==> config.mk <==
export PLATFORM = sky130hd
export DESIGN_NAME = crc32_generator
export DESIGN_NICKNAME = d
export VERILOG_FILES = /design/src/rtl/crc32_pkg.sv /design/src/rtl/crc32_bit_step.sv /design/src/rtl/crc32_generator.sv
export SDC_FILE = /design/constraint.sdc
export NUM_CORES = 1
export LEC_CHECK = 0
export CAP_MARGIN = 20
export CORE_MARGIN = 2
export CORE_UTILIZATION = 35
export DETAILED_ROUTE_END_ITERATION = 10
export GPL_TIMING_DRIVEN = 0
export PLACE_DENSITY = 0.71
export SYNTH_ARGS = -nofsm -noshare
export SYNTH_HDL_FRONTEND = slang
export SYNTH_SLANG_ARGS = --single-unit
==> constraint.sdc <==
create_clock -name clk -period 1.8 [get_ports clk]
set_clock_uncertainty 0.2 [all_clocks]
set_input_delay 0.18 -clock clk [delete_from_list [all_inputs] [get_ports clk]]
set_output_delay 0.18 -clock clk [all_outputs]
set_load 0.02 [all_outputs]
==> src/rtl/crc32_pkg.sv <==
// Shared constants for the serial CRC-32 generator.
package crc32_pkg;

    localparam int unsigned CRC_W = 32;
    localparam int unsigned CNT_W = 16;

    localparam logic [CRC_W-1:0] CRC32_POLY    = 32'h04C11DB7;
    localparam logic [CRC_W-1:0] CRC32_INIT    = 32'hFFFFFFFF;
    localparam logic [CRC_W-1:0] CRC32_XOROUT  = 32'hFFFFFFFF;
    localparam logic [CRC_W-1:0] CRC32_RESIDUE = 32'h00000000;

endpackage : crc32_pkg

==> src/rtl/crc32_bit_step.sv <==
// One-bit MSB-first CRC update: shift left, fold in the polynomial when the
// outgoing bit differs from the incoming message bit.
module crc32_bit_step
    import crc32_pkg::*;
(
    input  logic [CRC_W-1:0] crc_in,
    input  logic             din,
    input  logic [CRC_W-1:0] poly,
    output logic [CRC_W-1:0] crc_next
);

    logic fb;

    always_comb begin
        fb       = crc_in[CRC_W-1] ^ din;
        crc_next = {crc_in[CRC_W-2:0], 1'b0} ^ (fb ? poly : '0);
    end

endmodule : crc32_bit_step

==> src/rtl/crc32_generator.sv <==
// Serial CRC-32 generator with bit counter and zero-residue flag.
// Define CRC32_FINAL_XOR_EN to invert the CRC on crc_out.
module crc32_generator
    import crc32_pkg::*;
#(
    parameter logic [31:0] POLY = CRC32_POLY,
    parameter logic [31:0] INIT = CRC32_INIT
) (
    input  logic        clk,
    input  logic        rst,
    input  logic        data_in,
    input  logic        enable,
    output logic [31:0] crc_out,
    output logic [15:0] bit_cnt,
    output logic        residue_ok
);

`ifdef CRC32_FINAL_XOR_EN
    localparam logic [CRC_W-1:0] OUT_XOR = CRC32_XOROUT;
`else
    localparam logic [CRC_W-1:0] OUT_XOR = '0;
`endif

    logic [CRC_W-1:0] crc_q;
    logic [CRC_W-1:0] crc_next;

    crc32_bit_step u_bit_step (
        .crc_in   (crc_q),
        .din      (data_in),
        .poly     (POLY),
        .crc_next (crc_next)
    );

    // crc_out is loaded alongside crc_q so it carries no extra latency.
    always_ff @(posedge clk) begin
        if (rst) begin
            crc_q   <= INIT;
            crc_out <= INIT ^ OUT_XOR;
            bit_cnt <= '0;
        end else if (enable) begin
            crc_q   <= crc_next;
            crc_out <= crc_next ^ OUT_XOR;
            if (bit_cnt != '1) begin
                bit_cnt <= bit_cnt + CNT_W'(1);
            end
        end
    end

    assign residue_ok = (crc_q == CRC32_RESIDUE);

endmodule : crc32_generator

==> impl_results.md, run 1 <==
* Status: completed
* Relative slew margins at 66.1%
* IO Pins at 53
* Synth Register Bits at 48
* Clock buffer count from CTS at 5
* TritonCTS Sinks at 48
* Share of layout cells above drive strength 1 at about 30%
* Setup crit end kind: output pin
* Post-DP HPWL at 4.15 mm
* CTS tree: yes
* PwrDens at 739 nW/µm²
* Clock Tree Buf Depth at 2
* HP Class: in2reg
* Seq/Total Area, Yosys at 40.5%
* Ant diodes at 0
* Initial antenna violation count at 0
* First-pass GRT wire length at between 9 and 10 mm
* Post-route ant nets at 0
* Number of global-route vias before repair at 1,991
* RePlAce Congestion at 0.818
* Htree depth at 2
* Overall power at 0.00247 W
* Most frequent cells in the layout: dfxtp_1, buf_4, nor2_1
* Gr usage total at 16.1%
* Die X-Extent at 86.4 µm
* Area growth from synthesis to layout at 40.8%
* Unrepaired setup endpoints after global routing: yes
* Vias per cell at 5.25
* F_max at 561 MHz
* Leading cell type in the layout, fill and taps excluded: dfxtp_1
* Fin crit share at a little under 100%
* Crit path kind: reg2out
* Post-Syn Instances at 259
* Area of the die at 7460 µm²
* Mapped cell area at 2370 µm²
* Vias at ~2,100
* Row count at 30
* Crit path required time at between 1 and 1.5 ns
* Worst-skew pair later-pin latency at 0.31 ns
* Die height at ~86 µm
* Final WL at between 5 and 6 mm
* Clk slew on worst S/H paths at 0.10 ns
* Global route overflow at 0
* Yosys cell types at 43
* Slew Viols, Final at 0
* Warnings, synthesis at 0
* Initial core utilization at ~36%
* Max VDD drop at between 300 and 400 µV
* Largest net degree at the start of global routing at 17
* Prevailing post-synth register cell: dfxtp_1
* CTS root buf: clkbuf_8
* Post-layout net count at 327
* CP max FO at 4
* Setup_tns at 0 ns
* Core footprint at ~6700 µm²
* Fin util at approximately 50%
* I/O Buffers at 51
* Final min period at approximately 1.8 ns
* Fraction of registers with async set/reset at 0%
* DRC Markers at 0
* Pleak at 1.30 nW
* Synthesized area per cell at 9.17 µm²
* Final setup fails at 0
* Worst Tran Pin Value at 0.508 ns
* Startpoint types: register
* Worst endpoint data arrival time at 1.40 ns
* Final hold violation count at 0
* Max-Cap Viols at 0
* Drt pass-1 iters at 4
* Initial DRC count at 62
* Per-cell routed wire length at 14.7 µm
* Post-synth EDFFs at 0
* Syn_nets at 264
[layer usage]
metal  part of all wire, %  wire [µm]  GRT usage (%)
met1                    44       2620           20.1
met2                    50       2940           27.3
met3                   5.1        300           4.19
met4                   1.0         61           4.83
met5                     0          0              0
[kinds of logic (layout without fill, tap and decap cells)]
family                     Yosys count  in the layout  share of synthesized area [%]
AOI/OAI and AO/OA                   55             55                           16.5
xor gates and xnor gates            15             15                           5.85
DFF                                 48             48                           40.5
buffers and inverters               34             98                           8.48
and+or+nand+nor                    102            102                           26.1
muxes                                4              4                           2.00
adders and majority gates            1              1                          0.527
[state kept, by name, summed over array words and instances, names as in the netlist]
name and flops:
crc_q 32, bit_cnt 16
[synthesized netlist by cell type (2+ instances only)]
master	count	area share (%)
a211o_1	18	6.6
a211oi_1	2	0.63
a21oi_1	21	4.4
a31oi_1	3	0.79
and4_1	4	1.5
buf_1	3	0.47
buf_2	2	0.42
buf_4	19	6.0
clkbuf_1	8	1.3
dfxtp_1	48	40
inv_1	2	0.32
mux2_2	2	0.95
nand2_1	3	0.47
nand2b_1	2	0.53
nand3_1	4	0.84
nand4_1	7	1.8
nor2_1	23	3.6
nor2b_1	21	5.5
nor3_1	3	0.63
nor4_1	10	2.6
o31ai_1	4	1.3
or2_2	13	3.4
or4_1	4	1.3
xor2_1	14	5.2
[metrics by stage]
stage / cells / hold slack, ns / instance area [µm²] / worst slack (ns)
after CTS: 399 / 0.177 / 3170 / -0.0586
after detailed placement: 390 / 0.295 / 3020 / -0.349
after floorplan: 259 / 0.224 / 2410 / 0.00699
final: 403 / 0.0832 / 3340 / 0.0176
after global routing: 403 / 0.0971 / 3340 / -0.0391
after global placement: 390 / 0.278 / 3020 / -0.325
[power breakdown]
group / internal (W) / switching, W / total, W
Combinational: 0.000234 / 0.000221 / 0.000454
Sequential: 0.00112 / 0.0000865 / 0.00121
Clock: 0.000420 / 0.000389 / 0.000809
Total: 0.00178 / 0.000696 / 0.00247
[what timing repair did]
action / CTS / global route
buffers inserted: 1 / 4
resized for setup: 31 / 41
cloned: 0 / 0
pin swaps: 3 / 7
hold buffers: 0 / 0
endpoints found under the setup margin: 31 / 38
[path summary, 6_finish.rpt]
path | from | end | slack (ns) | depth (start not counted)
worst max-delay path | crc_q[22] | residue_ok | 0.02 | 4
worst min-delay path | enable | bit_cnt[2] | 0.08 | 3
worst max register to register | bit_cnt[10] | bit_cnt[13] | 0.06 | 4
worst min register to register | bit_cnt[5] | bit_cnt[5] | 0.31 | 2
[critical path, stage by stage, from the launching register on]
cell,delay (ns)
dfxtp_2,0.36
nor4_4,0.30
nand4_1,0.17
nor2_1,0.12
buf_4,0.15
[layout make-up]
cell class | count | area [µm²]
Fill cell | 619 | 3340
Timing Repair Buffer | 56 | 557
Inverter | 2 | 7.51
Clock buffer | 5 | 68.8
Multi-Input combinational cell | 177 | 1380
Sequential cell | 48 | 995
Clock inverter | 3 | 45.0
Tap cell | 80 | 100
Buffer | 32 | 195
Power figures use the tool's default switching activity.
==> inputs of run 2 (changes only) <==
Settings changed: CTS_CLUSTER_SIZE set to 10.
==> results of run 2 <==
Final layout, timing and power as in run 1 (identical DEF).
